--- src/rtl/tlul_arb_2to1_pkg.sv ---
// rtl/tlul_arb_2to1_pkg.sv - host index and transaction state types for the 2:1 TL-UL arbiter
package tlul_arb_2to1_pkg;

  typedef enum logic {HOST0 = 1'b0, HOST1 = 1'b1} host_idx_e;
  typedef enum logic {IDLE = 1'b0, BUSY = 1'b1} arb_state_e;

  function automatic host_idx_e other_host(host_idx_e h);
    return host_idx_e'(~h);
  endfunction

endpackage

--- src/rtl/tlul_pkg.sv ---
// rtl/tlul_pkg.sv - TL-UL channel A/D request and response structs
package tlul_pkg;

  typedef struct packed {
    logic        a_valid;
    logic [2:0]  a_opcode;
    logic [2:0]  a_param;
    logic [1:0]  a_size;
    logic [7:0]  a_source;
    logic [31:0] a_address;
    logic [3:0]  a_mask;
    logic [31:0] a_data;
    logic [15:0] a_user;
    logic        d_ready;
  } tl_h2d_t;

  typedef struct packed {
    logic        d_valid;
    logic [2:0]  d_opcode;
    logic [2:0]  d_param;
    logic [1:0]  d_size;
    logic [7:0]  d_source;
    logic        d_sink;
    logic [31:0] d_data;
    logic [15:0] d_user;
    logic        d_error;
    logic        a_ready;
  } tl_d2h_t;

endpackage

--- src/rtl/tlul_arb_2to1_if.sv ---
// rtl/tlul_arb_2to1_if.sv - bundle of the two host ports and the shared device port
interface tlul_arb_2to1_if;

  tlul_pkg::tl_h2d_t h2d_h0_i;
  tlul_pkg::tl_d2h_t d2h_h0_o;
  tlul_pkg::tl_h2d_t h2d_h1_i;
  tlul_pkg::tl_d2h_t d2h_h1_o;
  tlul_pkg::tl_h2d_t h2d_dev_o;
  tlul_pkg::tl_d2h_t d2h_dev_i;

  // slave: the arbiter itself; master: the hosts and device around it
  modport slave (
    input  h2d_h0_i, h2d_h1_i, d2h_dev_i,
    output d2h_h0_o, d2h_h1_o, h2d_dev_o
  );

  modport master (
    output h2d_h0_i, h2d_h1_i, d2h_dev_i,
    input  d2h_h0_o, d2h_h1_o, h2d_dev_o
  );

endinterface

--- src/rtl/tlul_arb_2to1_rr_arb_2.sv ---
// rtl/tlul_arb_2to1_rr_arb_2.sv - two-way round-robin arbiter; priority flips only on advance
module tlul_arb_2to1_rr_arb_2
  import tlul_arb_2to1_pkg::*;
#(
  parameter logic PRIO_INIT = 1'b0
) (
  input  logic      clk_i,
  input  logic      rst_ni,
  input  logic [1:0] req,
  input  logic      advance,
  output host_idx_e gnt_idx
);

  host_idx_e prio_q;

  // with no or both requests the priority holder wins, so a stalled lone
  // requester keeps its grant until it is accepted
  always_comb begin
    gnt_idx = prio_q;
    unique case (req)
      2'b01:   gnt_idx = HOST0;
      2'b10:   gnt_idx = HOST1;
      default: gnt_idx = prio_q;
    endcase
  end

  always_ff @(posedge clk_i or negedge rst_ni) begin
    if (!rst_ni) begin
      prio_q <= host_idx_e'(PRIO_INIT);
    end else if (advance) begin
      prio_q <= other_host(gnt_idx);
    end
  end

endmodule

--- src/rtl/tlul_arb_2to1.sv ---
// rtl/tlul_arb_2to1.sv - 2-host to 1-device TL-UL arbiter, one transaction outstanding in total
module tlul_arb_2to1
  import tlul_pkg::*;
  import tlul_arb_2to1_pkg::*;
#(
  parameter logic PRIO_INIT = 1'b0
) (
  input  logic            clk_i,
  input  logic            rst_ni,
  tlul_arb_2to1_if.slave  bus
);

  arb_state_e state_q;
  host_idx_e  owner_q;
  host_idx_e  gnt;
  tl_h2d_t    req_sel;
  tl_h2d_t    req_own;
  tl_h2d_t    h2d_dev;
  tl_d2h_t    d2h_h0;
  tl_d2h_t    d2h_h1;
  tl_d2h_t    rsp_fwd;
  logic       a_fire;
  logic       d_fire;

  tlul_arb_2to1_rr_arb_2 #(
    .PRIO_INIT (PRIO_INIT)
  ) u_rr_arb (
    .clk_i   (clk_i),
    .rst_ni  (rst_ni),
    .req     ({bus.h2d_h1_i.a_valid, bus.h2d_h0_i.a_valid}),
    .advance (a_fire),
    .gnt_idx (gnt)
  );

  assign req_sel = (gnt == HOST1)     ? bus.h2d_h1_i : bus.h2d_h0_i;
  assign req_own = (owner_q == HOST1) ? bus.h2d_h1_i : bus.h2d_h0_i;

  assign a_fire = (state_q == IDLE) && req_sel.a_valid && bus.d2h_dev_i.a_ready;
  assign d_fire = (state_q == BUSY) && bus.d2h_dev_i.d_valid && req_own.d_ready;

  always_ff @(posedge clk_i or negedge rst_ni) begin
    if (!rst_ni) begin
      state_q <= IDLE;
      owner_q <= HOST0;
    end else if (a_fire) begin
      state_q <= BUSY;
      owner_q <= gnt;
    end else if (d_fire) begin
      state_q <= IDLE;
    end
  end

  always_comb begin
    h2d_dev         = '0;
    d2h_h0          = '0;
    d2h_h1          = '0;
    rsp_fwd         = bus.d2h_dev_i;
    rsp_fwd.a_ready = 1'b0;
    unique case (state_q)
      IDLE: begin
        // device responses here are protocol violations and are dropped
        if (req_sel.a_valid) begin
          h2d_dev         = req_sel;
          h2d_dev.d_ready = 1'b0;
        end
        if (gnt == HOST0) begin
          d2h_h0.a_ready = bus.d2h_dev_i.a_ready;
        end else begin
          d2h_h1.a_ready = bus.d2h_dev_i.a_ready;
        end
      end
      BUSY: begin
        h2d_dev.d_ready = req_own.d_ready;
        if (owner_q == HOST0) begin
          d2h_h0 = rsp_fwd;
        end else begin
          d2h_h1 = rsp_fwd;
        end
      end
      default: ;
    endcase
  end

  assign bus.h2d_dev_o = h2d_dev;
  assign bus.d2h_h0_o  = d2h_h0;
  assign bus.d2h_h1_o  = d2h_h1;

endmodule

--- src/flat_wrapper.sv ---
// flat-port wrapper written by rule: the top's interface ports become plain ports
module tlul_arb_2to1_flat import tlul_pkg::*; import tlul_arb_2to1_pkg::*;
#(
  parameter logic PRIO_INIT = 1'b0
)
  (clk_i, rst_ni, bus_h2d_h0_i, bus_h2d_h1_i, bus_d2h_dev_i, bus_d2h_h0_o, bus_d2h_h1_o, bus_h2d_dev_o);
  tlul_arb_2to1_if bus_i ();
  input  logic clk_i;
  input  logic rst_ni;
  input wire logic [$bits(bus_i.h2d_h0_i)-1:0] bus_h2d_h0_i;
  input wire logic [$bits(bus_i.h2d_h1_i)-1:0] bus_h2d_h1_i;
  input wire logic [$bits(bus_i.d2h_dev_i)-1:0] bus_d2h_dev_i;
  output wire logic [$bits(bus_i.d2h_h0_o)-1:0] bus_d2h_h0_o;
  output wire logic [$bits(bus_i.d2h_h1_o)-1:0] bus_d2h_h1_o;
  output wire logic [$bits(bus_i.h2d_dev_o)-1:0] bus_h2d_dev_o;
  assign bus_i.h2d_h0_i = bus_h2d_h0_i;
  assign bus_i.h2d_h1_i = bus_h2d_h1_i;
  assign bus_i.d2h_dev_i = bus_d2h_dev_i;
  assign bus_d2h_h0_o = bus_i.d2h_h0_o;
  assign bus_d2h_h1_o = bus_i.d2h_h1_o;
  assign bus_h2d_dev_o = bus_i.h2d_dev_o;
  tlul_arb_2to1 #(.PRIO_INIT(PRIO_INIT)) u_core (.clk_i(clk_i), .rst_ni(rst_ni), .bus(bus_i));
endmodule
--- config.mk ---
export PLATFORM = sky130hd
export DESIGN_NAME = tlul_arb_2to1_flat
export DESIGN_NICKNAME = d
export VERILOG_FILES = /design/src/rtl/tlul_arb_2to1_pkg.sv /design/src/rtl/tlul_pkg.sv /design/src/rtl/tlul_arb_2to1_if.sv /design/src/rtl/tlul_arb_2to1_rr_arb_2.sv /design/src/rtl/tlul_arb_2to1.sv /design/src/flat_wrapper.sv
export SDC_FILE = /design/constraint.sdc
export NUM_CORES = 1
export LEC_CHECK = 0
export BUFFER_PORTS_ARGS = -buffer_cell sky130_fd_sc_hd__buf_2
export CAP_MARGIN = 10
export CORE_AREA = 2 2 198 200
export DETAILED_ROUTE_END_ITERATION = 8
export DIE_AREA = 0 0 200 202
export GPL_TIMING_DRIVEN = 1
export HOLD_SLACK_MARGIN = 0.05
export PLACE_DENSITY = 0.39
export SYNTH_ARGS = -nofsm -noshare
export SYNTH_HDL_FRONTEND = slang
export SYNTH_SLANG_ARGS = --single-unit
--- constraint.sdc ---
create_clock -name clk_i -period 2.07 [get_ports clk_i]
set_input_delay 0.207 -clock clk_i [delete_from_list [all_inputs] [get_ports clk_i]]
set_output_delay 0.207 -clock clk_i [all_outputs]
set_load 0.02 [all_outputs]
==> results.sh <==
export IMPL_routabilityCongestion=0.867
export IMPL_initial_core_util=0.0730
export IMPL_grt_usage=0.0887
export IMPL_switching_share=0.586
export IMPL_fmax_mhz=502
export IMPL_seq_power_share=0.026
export IMPL_critPathKind="primary input to primary output"
export IMPL_drive_gt1_frac=0.558
export IMPL_leakage_uw=0.00377
export IMPL_maxCapViolations=0
export IMPL_port_buffers=511
export IMPL_die_x_um=200
export IMPL_yosysWarnings=0
export IMPL_vdd_ir_drop_max_mv=0.407
export IMPL_fin_nets=1303
export IMPL_pre_cts_slack_ns=0.00870
export IMPL_yosysUniqueCellTypes=23
export IMPL_ys_ff_latch=3
export IMPL_die_h_um=202
export IMPL_io_pins=512
export IMPL_worst_pin_slew_ns=0.256
export IMPL_grt_util_met1=0.101
export IMPL_htree_levels=1
export IMPL_yosysSeqAreaShare=0.0269
export IMPL_worstSkewPairLatency_ns=0.22
export IMPL_gr_max_usage_layer="met2"
export IMPL_cp_start_kind="primary input"
export IMPL_num_rows=72
export IMPL_hold_violations=0
export IMPL_met3_usage=0.00951
export IMPL_power_uw=6120
export IMPL_crit_fanout=14
export IMPL_ant_nets=0
export IMPL_core_mm2=0.0383
export IMPL_dr_pass1_iters=5
export IMPL_powerDensity_mw_per_mm2=947
export IMPL_synthArstFlopShare=1.00
export IMPL_drt_iter0_drc=296
export IMPL_vias=5612
export IMPL_grt_max_degree=69
export IMPL_grt_pass1_wl_mm=28.2
export IMPL_grt_pass1_vias=5279
export IMPL_avgSynthCellArea_um2=5.31
export IMPL_via_per_inst=3.63
export IMPL_clkPwrFrac=0.050
export IMPL_synthFlopType="dfrtp_1"
export IMPL_synth_edf_count=0
export IMPL_multi_input_area_mm2=0.00240
export IMPL_required_ns=1.86
export IMPL_hold_ws_ns=0.320
export IMPL_min_period_over_period=0.963
export IMPL_cts_made_buffers=3
export IMPL_num_fill_cells=4393
export IMPL_setup_violations=0
export IMPL_endpoint_kind="primary output"
export IMPL_slew_limit_headroom=0.829
export IMPL_netlist_instances=526
export IMPL_netSwitchingPower_uw=3580
export IMPL_cts_root_buf="clkbuf_16"
export IMPL_drc=0
export IMPL_antenna_found_initial=2
export IMPL_setup_slack_ns=0.0766
export IMPL_area_growth_pct=131
export IMPL_fin_crit_ns=1.99
export IMPL_internal_power_uw=2530
export IMPL_drt_total_wl_mm=20.6
export IMPL_crit_arrival_ns=1.79
export IMPL_slew_violations=0
export IMPL_wl_per_cell_um=13.3
export IMPL_skew_ns=0.00100
export IMPL_syn_num_nets=801
export IMPL_status="completed"
export IMPL_path_clk_slew_ns=0.03
export IMPL_ctsLongestPathBuffers=2
export IMPL_regArea_um2=76.3
export IMPL_p_comb_frac=0.924
export IMPL_syn_area_mm2=0.00280
export IMPL_postLayoutCoreUtil=0.169
export IMPL_cts_tree="built"
export IMPL_hpwl_mm=16.8
export IMPL_gr_total_overflow=0
export IMPL_cts_sinks=3
export IMPL_hold_path_class="primary input to flop"
export IMPL_met2_usage=0.175
export IMPL_dieArea_mm2=0.0404
## placed cells by master (no fill, tap or decap), types with 3 or more instances in the layout
| cell type | count |
|---|---|
| buf_4 | 43 |
| clkbuf_16 | 5 |
| nand2_1 | 101 |
| and2_1 | 67 |
| nor2b_4 | 3 |
| buf_12 | 13 |
| o21ai_1 | 101 |
| buf_2 | 502 |
| nand3_1 | 100 |
| and3_1 | 67 |
## repair_timing
item | 4_1_cts | 5_1_grt
hold endpoints to repair | 3 | 0
gates cloned | 1 | 2
resized for setup | 0 | 13
setup buffers | 2 | 2
setup endpoints to repair | 1 | 54
hold buffers | 1 | 0
## per-stage QoR
step | TNS (ns) | instances | instance area (um^2)
after floorplan | 0 | 526 | 2800
after global placement | 0 | 1533 | 6190
after detailed placement | 0 | 1533 | 6190
after CTS | 0 | 1541 | 6340
after global routing | -0.00938 | 1546 | 6460
final | 0 | 1546 | 6460
## cells by family (layout without fill, tap and decap cells)
logic type      Yosys count  in the layout  synth area share
mux                       3              3            0.0152
flops                     3              3            0.0269
fa+ha+maj                 1              1           0.00448
compound gates          107            107             0.194
other cells               0              1                 0
simple gates            343            343             0.632
buf+inv                  69            570             0.128
## cell usage after synthesis (all sizes together) (2+ instances only)
cell	n	share of area
nand3	100	0.18
nand2	101	0.14
nor2	2	0.0027
clkbuf	38	0.051
nor2b	4	0.0090
inv	2	0.0027
mux2i	3	0.015
and3	67	0.15
dfrtp	3	0.027
and2	67	0.15
o21ai	104	0.19
buf	29	0.074
## path summary, 6_finish.rpt
check / slack, ns / startpoint / end / depth (start not counted)
setup / recovery: 0.08 / bus_h2d_h0_i[101] / bus_h2d_dev_o[56] / 10
hold / removal: 0.32 / bus_d2h_dev_i[0] / u_core.u_rr_arb.prio_q / 3
setup reg to reg: 0.61 / u_core.u_rr_arb.prio_q / u_core.state_q / 6
hold reg to reg: 0.64 / u_core.u_rr_arb.prio_q / u_core.u_rr_arb.prio_q / 1
max in group asynchronous: 1.60 / rst_ni / u_core.state_q / 2
min in group asynchronous: 0.35 / rst_ni / u_core.owner_q / 2
## per-layer routing
metal  wire [um]  part of all wire
met1        8010              0.39
met3        1680             0.081
met2       10600              0.52
met4         288             0.014
met5          13           0.00063
## power by group through the flow
| stage | registers [uW] | clock network [uW] | logic, uW |
|---|---|---|---|
| 2_1_floorplan | 99.3 | 0 | 3350 |
| 3_3_place_gp | 167 | 0 | 5470 |
| 3_5_place_dp | 165 | 0 | 5430 |
| 4_1_cts | 163 | 313 | 5570 |
| 5_1_grt | 165 | 318 | 6160 |
| 6_report | 159 | 308 | 5650 |
## sequential cells by signal, indices dropped and copies added (netlist names)
signal,cells
u_core.owner_q,1
u_core.state_q,1
u_core.u_rr_arb.prio_q,1
## cell type report
cell class / instances / area share
Inverter: 2 / 0.00116
Timing Repair Buffer: 564 / 0.502
Multi-Input combinational cell: 454 / 0.372
Clock buffer: 4 / 0.0122
Sequential cell: 3 / 0.0118
Antenna cell: 1 / 0.000388
Tap cell: 518 / 0.100
## critical path, cell delays in order
cell and delay (ns):
buf_2 0.10, inv_1 0.12, ha_4 0.22, mux2i_4 0.19
buf_12 0.15, buf_16 0.15, buf_4 0.15, clkbuf_16 0.16
o21ai_1 0.13, buf_2 0.18
Note: power is estimated with default switching activity, not from simulation.
